**src/rtl/fifo_pkg.sv**
```systemverilog
// Shared sizing helpers and the error-flag record for the parametrised FIFO.
package fifo_pkg;

   function automatic int cnt_w(input int depth);
      return $clog2(depth + 1);
   endfunction

   function automatic int ptr_w(input int depth);
      int w;
      w = $clog2(depth);
      return (w < 1) ? 1 : w;
   endfunction

   typedef struct packed {
      logic overflow;
      logic underflow;
   } err_flags_t;

endpackage

```
**src/rtl/fifo_param_if.sv**
```systemverilog
// Port bundle between the producer/consumer side (master) and fifo_param (slave).
// Handshake: on a rising edge a write is taken when in_write_ctrl is high and the FIFO is not
// full or a read is taken on the same edge; a read is taken when in_read_ctrl is high and the
// FIFO is not empty. There is no ready/stall: rejected requests set the sticky error flags.
interface fifo_param_if import fifo_pkg::*; #(
   parameter int WIDTH = 8,
   parameter int DEPTH = 8
) ();
   logic                      in_write_ctrl;
   logic [WIDTH-1:0]          in_write_data;
   logic                      in_read_ctrl;
   logic                      in_clear_err;
   logic [WIDTH-1:0]          out_read_data;
   logic                      out_read_valid;
   logic [cnt_w(DEPTH)-1:0]   out_count;
   logic                      out_is_full;
   logic                      out_is_empty;
   logic                      out_almost_full;
   logic                      out_almost_empty;
   logic                      out_overflow;
   logic                      out_underflow;

   modport master (
      output in_write_ctrl, in_write_data, in_read_ctrl, in_clear_err,
      input  out_read_data, out_read_valid, out_count, out_is_full, out_is_empty,
             out_almost_full, out_almost_empty, out_overflow, out_underflow
   );

   modport slave (
      input  in_write_ctrl, in_write_data, in_read_ctrl, in_clear_err,
      output out_read_data, out_read_valid, out_count, out_is_full, out_is_empty,
             out_almost_full, out_almost_empty, out_overflow, out_underflow
   );
endinterface

```
**src/rtl/fifo_mem.sv**
```systemverilog
// DEPTH x WIDTH storage: one synchronous write port, one asynchronous read port, no reset.
module fifo_mem import fifo_pkg::*; #(
   parameter int WIDTH = 8,
   parameter int DEPTH = 8
) (
   input  logic                      clk,
   input  logic                      wr_en,
   input  logic [ptr_w(DEPTH)-1:0]   wr_addr,
   input  logic [WIDTH-1:0]          wr_data,
   input  logic [ptr_w(DEPTH)-1:0]   rd_addr,
   output logic [WIDTH-1:0]          rd_data
);
   logic [WIDTH-1:0] mem [DEPTH];

   always_ff @(posedge clk) begin
      if (wr_en) mem[wr_addr] <= wr_data;
   end

   assign rd_data = mem[rd_addr];
endmodule

```
**src/rtl/fifo_param.sv**
```systemverilog
// Parametrised synchronous FIFO with thresholds, occupancy count and sticky error flags.
// Define FIFO_PARAM_FWFT_EN for first-word-fall-through reads; default is a 1-cycle registered read.
module fifo_param import fifo_pkg::*; #(
   parameter int WIDTH     = 8,
   parameter int DEPTH     = 8,
   parameter int AFULL_TH  = DEPTH - 2,
   parameter int AEMPTY_TH = 2
) (
   input  logic         clk,
   input  logic         rst,
   fifo_param_if.slave  bus
);
   localparam int CW = cnt_w(DEPTH);
   localparam int PW = ptr_w(DEPTH);
   localparam logic [PW-1:0] PTR_LAST = PW'(DEPTH - 1);
   localparam logic [CW-1:0] CNT_MAX  = CW'(DEPTH);

   logic [PW-1:0]    wptr, rptr;
   logic [CW-1:0]    count;
   err_flags_t       err;
   logic             full, empty, wr_acc, rd_acc;
   logic [WIDTH-1:0] head;

   assign full   = (count == CNT_MAX);
   assign empty  = (count == '0);
   assign rd_acc = bus.in_read_ctrl & ~empty;
   // A pop on the same edge frees a slot, so a full FIFO still takes the write.
   assign wr_acc = bus.in_write_ctrl & (~full | rd_acc);

   fifo_mem #(.WIDTH(WIDTH), .DEPTH(DEPTH)) u_mem (
      .clk     (clk),
      .wr_en   (wr_acc),
      .wr_addr (wptr),
      .wr_data (bus.in_write_data),
      .rd_addr (rptr),
      .rd_data (head)
   );

   always_ff @(posedge clk or posedge rst) begin
      if (rst) begin
         wptr  <= '0;
         rptr  <= '0;
         count <= '0;
         err   <= '0;
      end else begin
         if (wr_acc) wptr <= (wptr == PTR_LAST) ? '0 : wptr + 1'b1;
         if (rd_acc) rptr <= (rptr == PTR_LAST) ? '0 : rptr + 1'b1;
         if (wr_acc & ~rd_acc)      count <= count + 1'b1;
         else if (rd_acc & ~wr_acc) count <= count - 1'b1;
         // Setting beats clearing when both happen on the same edge.
         if (bus.in_write_ctrl & ~wr_acc) err.overflow <= 1'b1;
         else if (bus.in_clear_err)       err.overflow <= 1'b0;
         if (bus.in_read_ctrl & empty)    err.underflow <= 1'b1;
         else if (bus.in_clear_err)       err.underflow <= 1'b0;
      end
   end

   assign bus.out_count        = count;
   assign bus.out_is_full      = full;
   assign bus.out_is_empty     = empty;
   assign bus.out_almost_full  = (int'(count) >= AFULL_TH);
   assign bus.out_almost_empty = (int'(count) <= AEMPTY_TH);
   assign bus.out_overflow     = err.overflow;
   assign bus.out_underflow    = err.underflow;

`ifdef FIFO_PARAM_FWFT_EN
   assign bus.out_read_data  = head;
   assign bus.out_read_valid = ~empty;
`else
   logic [WIDTH-1:0] rd_data_q;
   logic             rd_valid_q;

   always_ff @(posedge clk or posedge rst) begin
      if (rst) begin
         rd_data_q  <= '0;
         rd_valid_q <= 1'b0;
      end else begin
         rd_valid_q <= rd_acc;
         if (rd_acc) rd_data_q <= head;
      end
   end

   assign bus.out_read_data  = rd_data_q;
   assign bus.out_read_valid = rd_valid_q;
`endif
endmodule

```
**src/flat_wrapper.sv**
```systemverilog
// flat-port wrapper written by rule: the top's interface ports become plain ports
module fifo_param_flat import fifo_pkg::*;
#(
   parameter int WIDTH     = 8,
   parameter int DEPTH     = 8,
   parameter int AFULL_TH  = DEPTH - 2,
   parameter int AEMPTY_TH = 2
)
  (clk, rst, bus_in_write_ctrl, bus_in_write_data, bus_in_read_ctrl, bus_in_clear_err, bus_out_read_data, bus_out_read_valid, bus_out_count, bus_out_is_full, bus_out_is_empty, bus_out_almost_full, bus_out_almost_empty, bus_out_overflow, bus_out_underflow);
  fifo_param_if #(.WIDTH(WIDTH), .DEPTH(DEPTH)) bus_i ();
  input  logic clk;
  input  logic rst;
  input wire logic [$bits(bus_i.in_write_ctrl)-1:0] bus_in_write_ctrl;
  input wire logic [$bits(bus_i.in_write_data)-1:0] bus_in_write_data;
  input wire logic [$bits(bus_i.in_read_ctrl)-1:0] bus_in_read_ctrl;
  input wire logic [$bits(bus_i.in_clear_err)-1:0] bus_in_clear_err;
  output wire logic [$bits(bus_i.out_read_data)-1:0] bus_out_read_data;
  output wire logic [$bits(bus_i.out_read_valid)-1:0] bus_out_read_valid;
  output wire logic [$bits(bus_i.out_count)-1:0] bus_out_count;
  output wire logic [$bits(bus_i.out_is_full)-1:0] bus_out_is_full;
  output wire logic [$bits(bus_i.out_is_empty)-1:0] bus_out_is_empty;
  output wire logic [$bits(bus_i.out_almost_full)-1:0] bus_out_almost_full;
  output wire logic [$bits(bus_i.out_almost_empty)-1:0] bus_out_almost_empty;
  output wire logic [$bits(bus_i.out_overflow)-1:0] bus_out_overflow;
  output wire logic [$bits(bus_i.out_underflow)-1:0] bus_out_underflow;
  assign bus_i.in_write_ctrl = bus_in_write_ctrl;
  assign bus_i.in_write_data = bus_in_write_data;
  assign bus_i.in_read_ctrl = bus_in_read_ctrl;
  assign bus_i.in_clear_err = bus_in_clear_err;
  assign bus_out_read_data = bus_i.out_read_data;
  assign bus_out_read_valid = bus_i.out_read_valid;
  assign bus_out_count = bus_i.out_count;
  assign bus_out_is_full = bus_i.out_is_full;
  assign bus_out_is_empty = bus_i.out_is_empty;
  assign bus_out_almost_full = bus_i.out_almost_full;
  assign bus_out_almost_empty = bus_i.out_almost_empty;
  assign bus_out_overflow = bus_i.out_overflow;
  assign bus_out_underflow = bus_i.out_underflow;
  fifo_param #(.WIDTH(WIDTH), .DEPTH(DEPTH), .AFULL_TH(AFULL_TH), .AEMPTY_TH(AEMPTY_TH)) u_core (.clk(clk), .rst(rst), .bus(bus_i));
endmodule
```
**config.mk**
```make
export PLATFORM = sky130hd
export DESIGN_NAME = fifo_param_flat
export DESIGN_NICKNAME = d
export VERILOG_FILES = /design/src/rtl/fifo_pkg.sv /design/src/rtl/fifo_param_if.sv /design/src/rtl/fifo_mem.sv /design/src/rtl/fifo_param.sv /design/src/flat_wrapper.sv
export SDC_FILE = /design/constraint.sdc
export NUM_CORES = 1
export LEC_CHECK = 0
export CORE_AREA = 2 2 97 71
export DETAILED_ROUTE_END_ITERATION = 7
export DIE_AREA = 0 0 99 73
export GPL_ROUTABILITY_DRIVEN = 1
export HOLD_SLACK_MARGIN = 0.06
export PLACE_DENSITY = 0.78
export SYNTH_ARGS = -nofsm -noshare
export SYNTH_HDL_FRONTEND = slang
export SYNTH_SLANG_ARGS = --single-unit
```
**constraint.sdc**
```tcl
create_clock -name clk -period 3.25 [get_ports clk]
set_input_delay 0.65 -clock clk [delete_from_list [all_inputs] [get_ports clk]]
set_output_delay 0.65 -clock clk [all_outputs]
set_load 0.01 [all_outputs]
```
Yosys cells after proc, flatten, opt, wreduce, memory -nomap -nowiden
Memories as Yosys holds them, arrays and structs flattened. A register that Yosys moved wholly into a read port is not among the register bits.
Cells that the tools add are included.
- flip-flop bits (word level): 13
- output and inout bits: 19
- RAM bits: 64
- word-level logic and storage cells: 40
- memories: 1
- memories (name ; words ; bits a word ; read ports ; clocked after Yosys merged registers in ; wr ports ; RTL line ; source):
    u_core.u_mem.mem ; 8 ; 8 ; 1 ; 1 ; 1 ; fifo_mem.sv:13 ; logic [WIDTH-1:0] mem [DEPTH];
- magnitude comparators: 2
- reduce and logical (&&, ||, !) cells: 4
- $add $sub $neg: 4
- equality and inequality tests: 3
- multiplexer cells: 9
- bitwise operators: 11
- operator list (operator ; number):
    2-to-1 mux 4 bit ; 2
    adder 3 x 1 -> 3 bit, second input constant ; 2
    AND 1 bit ; 6
    equality test 3 bit, second input constant ; 2
    2-to-1 mux 3 bit ; 2
    nonzero test 2 bit ; 3
    2-to-1 mux 1 bit ; 5
    adder 4 x 1 -> 4 bit, second input constant ; 1
    equality test 4 bit, second input constant ; 1
    >= comparator 4 x 3 -> 1 bit, second input constant ; 1
    <= comparator 4 x 2 -> 1 bit, second input constant ; 1
    zero test 4 bit ; 1
    NOT 1 bit ; 4
    subtractor 4 x 1 -> 4 bit, second input constant ; 1
    bitwise OR 1 bit ; 1

Depth between registers and ports, before layout
- depth in word-level cells: 9
- gate-level depth with buffers: 10

Modules after synthesis
A second synthesis with hierarchy kept.
- cells, all modules: 189
- area total of the unflattened synthesis: 3595.9 um^2
- modules (own cells, without submodules) (module ; area an instance (um^2) ; cells an instance ; times used ; sequential area each (um^2)):
    fifo_mem ; 2531.2 ; 106 ; 1 ; 1921.8
    fifo_param ; 1064.8 ; 83 ; 1 ; 525.5

Worst setup path after synthesis
Ideal clock, no wire load.
- kind: register -> register
- start: register u_core.count[0] (netlist: u_core.bus.out_count[0])
- end: register u_core.count[3] (netlist: u_core.bus.out_count[3])
- setup slack: 0.186 ns
- path buffers: 1
- required time: 3.124 ns
- data arrival time: 2.937 ns
- cell stages (with the launch flop): 11
- setup time: 0.126 ns
- path through: dfrtp_1 > nor4_1 > or2b_2 > buf_4 > ha_1 > inv_1 > ha_1 > a21o_1 > a2111oi_0 > a31oi_1 > a221o_1
- word-level cells in the longest chain between the ends: 8
- elaborated cells on any way between the ends: 16
- classes of those cells: add/sub: 2; eq/ne: 1; mux: 2; bitwise: 9; reduce/logical: 2
- ends and longest elaborated chain (what ; RTL line ; source):
    start, declared ; fifo_param.sv:19 ; logic [CW-1:0] count;
    start signal, assigned ; fifo_param.sv:48 ; if (wr_acc & ~rd_acc) count <= count + 1'b1;
    start signal, assigned ; fifo_param.sv:49 ; else if (rd_acc & ~wr_acc) count <= count - 1'b1;
    zero test 4 bit * ; fifo_param.sv:25 ; assign empty = (count == '0);
    via bus_out_is_empty ; flat_wrapper.sv:21 ; output wire logic [$bits(bus_i.out_is_empty)-1:0] bus_out_is_empty;
    NOT 1 bit * ; fifo_param.sv:26 ; assign rd_acc = bus.in_read_ctrl & ~empty;
    AND 1 bit * ; fifo_param.sv:26 ;
    bitwise OR 1 bit ; fifo_param.sv:28 ; assign wr_acc = bus.in_write_ctrl & (~full | rd_acc);
    AND 1 bit ; fifo_param.sv:28 ;
    NOT 1 bit ; fifo_param.sv:49 ;
    AND 1 bit ; fifo_param.sv:49 ;
    nonzero test 2 bit (no source line) ; - ;
The timed path passes the listed nets; every way through them passes the cells marked *. The select of a mux whose other input is x is not followed.
A chain may end at the register's enable or synchronous reset.

Final worst setup path
- start: register u_core.count[1] (netlist: u_core.bus.out_count[1])
- end: register u_core.count[3] (netlist: u_core.bus.out_count[3])
- word-level cells in the longest chain between the ends: 8
- elaborated cells on any way between the ends: 16
- classes of those cells: add/sub: 2; eq/ne: 1; mux: 2; bitwise: 9; reduce/logical: 2
- ends and longest elaborated chain (what ; RTL line ; source):
    zero test 4 bit ; fifo_param.sv:25 ;
    NOT 1 bit ; fifo_param.sv:26 ;
    AND 1 bit ; fifo_param.sv:26 ;
    bitwise OR 1 bit * ; fifo_param.sv:28 ;
    AND 1 bit * ; fifo_param.sv:28 ;
    via u_core.u_mem.wr_en ; fifo_mem.sv:7 ; input logic wr_en,
    NOT 1 bit ; fifo_param.sv:49 ;
    AND 1 bit ; fifo_param.sv:49 ;
    nonzero test 2 bit (no source line) ; - ;
Marks and branches as above.

==> impl_metrics.csv <==
group,metric,value,unit
setup_path,crit_path_end_kind,"flop",
yosys,synth_enable_flop_cells,64,
timing,tightestPinTransition,0.813,ns
run_status,status,"finished, final reports clean",
place,place_area,3960,um2
pwr,p_leak,1.57,nW
timing,drv_slew,0,
yosys,async_flop_share,24.7,%
place,dp.final_hpwl,4300,um
die,start_util,54.8,%
layout,area_growth,19.2,%
timing,rsz0062_at_grt,"no",
clock_network,cts_tree,"built",
setup_path,path_cells,"or4b_4, o21ai_4, inv_2, ha_1, inv_1, ha_1, a21o_1, a2111oi_0, a31oi_1, a221o_1",
flow_run,max-cap-violations,0,
place,routabilityCongestion,0.894,
setup_path,startpoint_type,"flop",
worst_hold_path,hp-class,"reg2reg",
timing,fin_worst_skew,0.00880,ns
setup_path,crit_path_max_incr_delay,0.59,ns
timing,max_freq,0.321,GHz
global_route,grt_overflow,0,
setup_path,cpMostUsedCell,"ha_1",
clock_network,cts-root-buf,"clkbuf_8",
global_route,grt_pass1_wl,10000,um
clock_network,cts_hold_buf,0,
die,die-area,7230,um2
layout,register_area,2450,um2
clock_network,cts_buffers,9,
clock_network,cts.sinks,85,
route,postRouteAntennaNets,0,
setup_path,criticalPathCategory,"reg2reg",
route,avgViaCountPerCell,5.59,
global_route,grt_pass1_vias,1967,
timing,slew_headroom,45.7,%
layout,instances_no_fill,355,
yosys,seq_area_frac_synth,69.6,%
layout,drive_above_1_share,19.3,%
place,dp.cells,339,
yosys,ys.flop_type,"edfxtp_1",
clock_network,cts.repair.resized,0,
layout,design_area,4190,um2
route,drtIter0Drc,104,
layout,final_nets,290,
yosys,synth_top_area_share,54.7,%
route,wl,6430,um
timing,finalSetupTns,0,ns
yosys,yosysMostFrequentCell,"edfxtp_1",
yosys,yosys_warnings,0,
layout,n_antenna_cell,0,
clock_network,cts_htree_levels,3,
yosys,yosys-top-cells-count,"edfxtp_1 (64), dfrtp_1 (21), mux2_2 (19)",
die,io_pins,32,
place,port-buffer-count,31,
die,coreArea,6410,um2
yosys,synth_area_leaders,"edfxtp_1 (55%), dfrtp_1 (15%), mux2_2 (6.1%), mux2i_1 (4.6%), a221o_1 (2.6%)",
yosys,synth.cell_area,3520,um2
timing,period_share,95.9,%
route,drt_pass1_iterations,4,
timing,setup_ws,0.134,ns
global_route,track_usage,19.1,%
timing,layout_min_cycle_time,3.12,ns
clock_network,clk-insertion-delay-late,0.35,ns
clock_network,clk_transition_reported_paths,0.08,ns
yosys,syn_nets,244,
place,place_ws,0.0384,ns
yosys,synth_top_area_cell,"edfxtp_1",
layout,multiInputGateArea,982,um2
yosys,avgSynthCellArea,15.8,um2
clock_network,clock_path_buffers,2,
pwr,total_power,0.00370,W
setup_path,critical_path_buf_inv_count,2,
setup_path,crit_arrival,3.34,ns
global_route,grt_max_degree,36,
route,num_vias,1983,
die,die_height,73,um
global_route,antenna_found_initial,0,
setup_path,crit_required,3.48,ns
setup_path,path_delay_family,"compound AO/OA/AOI/OAI gates",
setup_path,path_max_fanout,9,
setup_path,slowest_stage,"or4b_4",
yosys,synth_seq_cells,85,
yosys,syn_inst,223,
pwr,p_per_area,882,nW/um2
pwr,ir_drop,0.414,mV
layout,fillers,449,
clock_network,post_cts_buffers,0,
timing,setup_viol,0,
yosys,ys_types,33,
die,die_x,99,um
route,drc,0,
die,rows,25,
route,avgRoutedWirePerCell,18.1,um
timing,hold_viol_final,0,
[cells in the final DEF (no fill, tap or decap), drive strengths merged, types with 8 or more instances in the layout]
cell           synthesis  final
o22ai                  8      8
edfxtp                64     64
clkdlybuf4s50          0     31
a221o                  9      9
inv                    6      9
mux2                  19     19
o21ai                 10     10
clkbuf                 1      9
dfrtp                 21     21
buf                    8     13
nand2                 18     18
mux2i                 16     16
[sequential cells by signal, summed over array words and instances, names as in the netlist]
register                   cells
u_core.bus.out_read_data       8
u_core.bus.out_read_valid      1
u_core.bus.out_count           4
u_core.rptr                    3
u_core.wptr                    3
u_core.bus.out_underflow       1
u_core.u_mem.mem              64
u_core.bus.out_overflow        1
[report_power, final]
group	internal (W)	switching (W)
Clock	0.000444	0.000383
Combinational	0.000660	0.000652
Sequential	0.00140	0.000154
Total	0.00251	0.00119
[through the flow]
step / utilization [%] / hold WS, ns
3_3_place_gp: 61.8 / 0.461
5_1_grt: 65.3 / 0.521
4_1_cts: 65.3 / 0.510
2_1_floorplan: - / 0.511
3_5_place_dp: 61.8 / 0.490
6_report: 65.3 / 0.495
[logic make-up (layout without fill, tap and decap cells)]
| group | Yosys count | after routing | synth area share [%] |
|---|---|---|---|
| AOI/OAI and AO/OA | 38 | 38 | 8.08 |
| xor gates and xnor gates | 2 | 2 | 0.498 |
| adders and majority gates | 8 | 8 | 3.06 |
| buffers and inverters | 15 | 66 | 2.46 |
| DFF | 85 | 85 | 69.6 |
| muxes | 35 | 35 | 10.6 |
| and+or+nand+nor | 40 | 40 | 5.66 |
[routing by layer]
metal | up-vias | share of wire [%] | global-route usage (%)
met4 | 0 | 0.40 | 4.87
met5 | - | 0 | 0
met1 | 980 | 43 | 25.1
met3 | 2 | 7.4 | 6.51
met2 | 48 | 49 | 31.2
li1 | 953 | - | -
[worst paths after layout]
kind	from	end	cells past startpoint	slack, ns
setup / recovery	u_core.bus.out_count[1]$_DFFE_PP0P_	u_core.bus.out_count[3]$_DFFE_PP0P_	10	0.13
hold / removal	u_core.bus.out_read_data[1]$_DFFE_PP0P_	u_core.bus.out_read_data[1]$_DFFE_PP0P_	2	0.50
setup reg to reg	u_core.bus.out_count[1]$_DFFE_PP0P_	u_core.bus.out_count[3]$_DFFE_PP0P_	10	0.13
hold reg to reg	u_core.bus.out_read_data[1]$_DFFE_PP0P_	u_core.bus.out_read_data[1]$_DFFE_PP0P_	2	0.50
max in group asynchronous	rst	u_core.wptr[2]$_DFFE_PP0P_	2	1.97
min in group asynchronous	rst	u_core.bus.out_read_data[1]$_DFFE_PP0P_	2	0.76
[layout make-up]
cell class / instances / share of cell area (%)
clock buffer: 9 / 2.96
clock inverter: 7 / 2.51
inverter: 6 / 0.537
sequential: 85 / 58.4
multi-input combinational: 123 / 23.4
timing repair buffer: 44 / 9.73
tap: 81 / 2.42
[tightest hold or removal path, stage by stage (launching register included)]
cell and delay [ns]:
dfrtp_1 0.35, nand2_1 0.04, o21ai_0 0.06
Power figures use the tool's default switching activity.
==> patch 1, RTL diff (same flow settings) <==
`WIDTH` is set to 8 in 4 places; all go to 6.
--- a/src/rtl/fifo_param_if.sv
+++ b/src/rtl/fifo_param_if.sv
@@ -5,3 +5,3 @@
 interface fifo_param_if import fifo_pkg::*; #(
-   parameter int WIDTH = 8,
+   parameter int WIDTH = 6,
    parameter int DEPTH = 8
--- a/src/rtl/fifo_mem.sv
+++ b/src/rtl/fifo_mem.sv
@@ -2,3 +2,3 @@
 module fifo_mem import fifo_pkg::*; #(
-   parameter int WIDTH = 8,
+   parameter int WIDTH = 6,
    parameter int DEPTH = 8
--- a/src/rtl/fifo_param.sv
+++ b/src/rtl/fifo_param.sv
@@ -3,3 +3,3 @@
 module fifo_param import fifo_pkg::*; #(
-   parameter int WIDTH     = 8,
+   parameter int WIDTH     = 6,
    parameter int DEPTH     = 8,
--- a/src/flat_wrapper.sv
+++ b/src/flat_wrapper.sv
@@ -3,3 +3,3 @@
 #(
-   parameter int WIDTH     = 8,
+   parameter int WIDTH     = 6,
    parameter int DEPTH     = 8,
Ports: changed (resized bus_in_write_data and bus_out_read_data); port bits go from 32 to 28. The function was not compared with the original's and may differ.
==> patch 1 against the unedited design <==
Design area down 18%; core utilization is 12 points lower; power down 16%; area after synthesis shrank 19%; sequential cell count down 18; wire length fell by 22%; clock power shrank 11%; worst setup slack better by 0.077 ns; fmax up 2.5%; largest cell class unchanged; largest power group unchanged.
==> patch 1: results (changes against the unedited design) <==
| Metric | Value |
|---|---|
| Clock buffer depth | 2 (unchanged) |
| Placer Congestion | 0.777 (-13%) |
| Top post-synthesis cells by count | edfxtp_1 (48), dfrtp_1 (19), mux2_2 (15), nand2_1 (15), mux2i_1 (12) |
| Ant diodes | 0 (unchanged) |
| Final Net Count | 247 (-15%) |
| DP Worst Slack | -0.0278 ns (-0.0663 ns) |
| Setup bufs post-CTS | 0 (unchanged) |
| Worst Hold Class | reg -> reg |
| Routed vias/inst | 5.24 (-6.2%) |
| Netlist cell types | 32 (-3.0%) |
| RR Startpoint | u_core.bus.out_count[2] |
| Hold path start | u_core.bus.out_read_data[0] |
| P_leak | 0.00131 uW (-17%) |
| Synth warnings | 0 (unchanged) |
| Sequential-to-total area share from yosys stat | 0.676 (-0.0200) |
| Share of cells above drive strength 1 | 0.197 (+0.00399) |
| Skew final | 0.00900 ns (+0.000198 ns) |
| Post-synthesis compound-gate area fraction | 0.0852 (+0.00439) |
| Worst-Skew Late Latency | approximately 0.34 ns |
| DP Wirelength | 3460 um (-20%) |
| Status | finished, final reports clean |
| Largest cells by area after synthesis | edfxtp_1 (51%), dfrtp_1 (17%), mux2_2 (6.0%), mux2i_1 (4.2%), ha_1 (3.1%) |
| Clk Tree Root Cell | clkbuf_8 |
| Adder-Cell Fraction of Synth Area | 0.0380 (+0.00735) |
| Asr flop ratio synth | 0.284 (+0.0365) |
| Iter 0 DRT Violations | 102 (-1.9%) |
| Num CTS Buffers | 9 (unchanged) |
| Fillers | 535 (+19%) |
| Arrival time at the worst endpoint | 3.26 ns (-0.08 ns) |
| Reg clk slew, reported paths | about 0.070 ns |
| Post-synthesis mux area share | 0.102 (-0.00446) |
| Via count of the first global-routing pass | 1630 (-17%) |
| Slew HR | 0.501 (+0.0436) |
| CP max FO | 9 (unchanged) |
| H-tree depth | 3 (unchanged) |
| Post-synth EDFFs | 48 (-25%) |
| First-pass GRT wire length | 7990 um (-20%) |
| Top reg by flops | u_core.u_mem.mem |
| Post-Syn Nets | 205 (-16%) |
| CTS resizes | 0 (unchanged) |
| Largest net degree at the start of global routing | 28 (-22%) |
| XOR/XNOR share of the synthesized area | 0.00618 (+0.00120) |
| Initial antenna violation count | 0 (unchanged) |
| Flip-flop count of the largest register after layout | 48 (-25%) |
| Worst vdd ir | 0.583 mV (+41%) |
| Gr usage total | 0.154 (-0.0378) |
| Most used flip-flop cell after synthesis | edfxtp_1 |
| 1st-pass router iterations | 4 (unchanged) |
| Crit Path Class | reg -> reg |
| # port buffers | 27 (-13%) |
| WL final | 5010 um (-22%) |
==> patch 1: critical path, cell delays in order, from the launching register on <==
cell	delay, ns
dfrtp_1	0.46
or4b_4	0.54
o21ai_4	0.25
inv_2	0.09
ha_1	0.26
inv_1	0.09
ha_1	0.23
a21o_1	0.22
a2111oi_2	0.38
a31oi_1	0.07
a221o_1	0.32
==> patch 1: area by class of cell <==
cell class | instances | share of cell area
Clock inverter | 6 | 0.0261
Inverter | 6 | 0.00653
Clock buffer | 10 | 0.0370
Tap cell | 81 | 0.0294
Timing Repair Buffer | 37 | 0.100
Sequential cell | 67 | 0.556
Multi-Input combinational cell | 107 | 0.245
==> patch 1: per-stage QoR <==
stage                     hold WS [ns]  TNS, ns  utilization  cell area (um2)  cells
after CTS                        0.487        0        0.537             3440    314
final                            0.486        0        0.538             3450    314
after detailed placement         0.471  -0.0278        0.503             3230    298
after global routing             0.507        0        0.538             3450    314
after floorplan                  0.510        0            -             2840    186
after global placement           0.460        0        0.503             3230    298
==> patch 1: path summary, 6_finish.rpt <==
check,end,slack (ns),cells past startpoint
hold / removal,u_core.bus.out_read_data[0],0.49,2
setup / recovery,u_core.bus.out_count[3],0.21,10
hold reg to reg,u_core.bus.out_read_data[0],0.49,2
max in group asynchronous,u_core.bus.out_count[3],1.99,2
setup reg to reg,u_core.bus.out_count[3],0.21,10
min in group asynchronous,u_core.rptr[0],0.74,2
==> patch 1: power breakdown <==
part	switching (uW)	leakage, uW	internal (uW)
combinational	548	0.000536	578
sequential	125	0.000666	1110
clock	308	0.000106	433
==> patch 1: metal layers <==
layer	track usage	up-vias	routed length [um]
met5	0	-	0
met4	0.0685	0	58
met3	0.0584	4	180
met2	0.245	26	2400
met1	0.188	814	2370
li1	-	801	-
==> patch 2, RTL diff (config.mk and constraints unchanged) <==
Made on the original files. Register the output `bus.out_overflow`; this adds one clock of latency there.
--- a/src/rtl/fifo_param.sv
+++ b/src/rtl/fifo_param.sv
@@ -62,3 +62,5 @@
    assign bus.out_almost_empty = (int'(count) <= AEMPTY_TH);
-   assign bus.out_overflow     = err.overflow;
+   always_ff @(posedge clk) begin
+      bus.out_overflow <= err.overflow;
+   end
    assign bus.out_underflow    = err.underflow;
Behaviour: not the same (a bounded check fails within 10 cycles, from zero or initial values and one cycle with rst high).
==> patch 2 against the unedited design <==
Sequential share of layout area barely moved; area after synthesis increased by 0.57%; wire length increased by 2.2%; worst setup slack better by 0.040 ns; via count is 2.7% higher; design area rose by 0.90%; power grew 0.91%; sequential cell count grew 1; global-route usage grew 0.65 points; largest cell class unchanged.
==> patch 2: results (changes against the unedited design) <==
| Metric | Value |
|---|---|
| Iter 0 DRT Violations | 126 (+21%) |
| Via count of the first global-routing pass | 1936 (-1.6%) |
| Hold Crit Depth | 0 (-2) |
| Worst R2R Setup Slack | 0.17 ns (+0.04 ns) |
| Status | finished, final reports clean |
| Skew final | 0.0119 ns (+0.00305 ns) |
| Full die area | 7230 um2 (unchanged) |
| Slew HR | 0.381 (-0.0766) |
| Worst vdd ir | 0.347 mV (-16%) |
| Hold path start | u_core.err[1] |
| Non-clock buffers, area share | 0.100 (+0.00269) |
| Share of cells above drive strength 1 | 0.202 (+0.00874) |
| Fillers | 471 (+4.9%) |
| Placer Congestion | 0.743 (-17%) |
| ClkCell Share | 0.0542 (-0.000485) |
| Largest cells by area after synthesis | edfxtp_1 (54%), dfrtp_1 (15%), mux2_2 (6.1%), mux2i_1 (4.5%), a221o_1 (2.5%) |
| Post-Syn Nets | 245 (+0.41%) |
| Sequential-to-total area share from yosys stat | 0.698 (+0.00172) |
| Dpl cell area | 3980 um2 (+0.51%) |
| Sequential cells | 86 (+1.2%) |
| Mapped Cells | 224 (+0.45%) |
| Met3 usage | 0.0690 (+0.00383) |
| CP max FO | 8 (-1) |
| Met2 WL post-DR | 3140 um (-0.22%) |
| Finished Layout Cells | 358 (+0.85%) |
| DP Wirelength | 4090 um (-4.9%) |
| Met1 Use GR | 0.257 (+0.00617) |
| Footprint of the multi-input gates | 983 um2 (+0.13%) |
| Met3 wire len | 353 um (-26%) |
| Routed vias | 2037 (+2.7%) |
| Final core utilization | 0.659 (+0.00585) |
| Final Net Count | 293 (+1.0%) |
| M1 WL | 2990 um (+7.5%) |
| WL final | 6570 um (+2.2%) |
| Switching Fraction | 0.322 (+0.000787) |
| Sequential cell area | 2470 um2 (+0.87%) |
| Netlist cell types | 34 (+3.0%) |
| Met2 Resource Use GR | 0.320 (+0.00751) |
| Gr usage total | 0.198 (+0.00654) |
| Placed cell count | 340 (+0.29%) |
| Arrival time at the worst endpoint | 3.31 ns (-0.03 ns) |
| Asr flop ratio synth | 0.244 (-0.00287) |
==> patch 2: cell count changes after synthesis <==
cell     change
dfxtp_1      +1
==> patch 2: critical path, stage by stage, from the launching register on <==
cell	delay, ns
dfrtp_2	0.47
or4b_4	0.58
o21ai_4	0.23
inv_2	0.05
ha_1	0.25
inv_1	0.10
ha_1	0.24
a21o_1	0.22
a2111oi_1	0.41
a31oi_1	0.08
a221o_1	0.33
==> patch 2: repair_timing <==
action,4_1_cts,5_1_grt
endpoints found under the setup margin,0,1
gates resized for setup,0,2
buffers inserted,0,2
==> patch 2: worst max path at each step <==
| stage | startpoint | to | slack [ns] | depth (start not counted) |
|---|---|---|---|---|
| 2_1_floorplan | u_core.bus.out_count[0] | u_core.bus.out_count[3] | 0.19 | 10 |
| 3_3_place_gp | bus_in_read_ctrl | u_core.bus.out_count[3] | 0.1 | 9 |
| 3_5_place_dp | bus_in_read_ctrl | u_core.bus.out_count[3] | -0.03 | 9 |
| 4_1_cts | u_core.bus.out_count[1] | u_core.bus.out_count[3] | 0.15 | 10 |
| 5_1_grt | u_core.bus.out_count[1] | u_core.bus.out_count[3] | 0.03 | 10 |
| 6_report | u_core.bus.out_count[1] | u_core.bus.out_count[3] | 0.17 | 10 |
==> patch 2: cell families after synthesis <==
family,share of synthesized area
flops,0.698
simple gates,0.0563
compound gates,0.0803
mux,0.106
buf+inv,0.0244
fa+ha+maj,0.0304
xor+xnor,0.00495
==> patch 2: power by group through the flow <==
stage / clock network [uW] / logic (uW) / registers (uW)
floorplan: 0 / 814 / 1610
global placement: 0 / 1270 / 1580
detailed placement: 0 / 1320 / 1590
CTS: 850 / 1320 / 1570
global route: 891 / 1440 / 1600
finish: 829 / 1330 / 1570
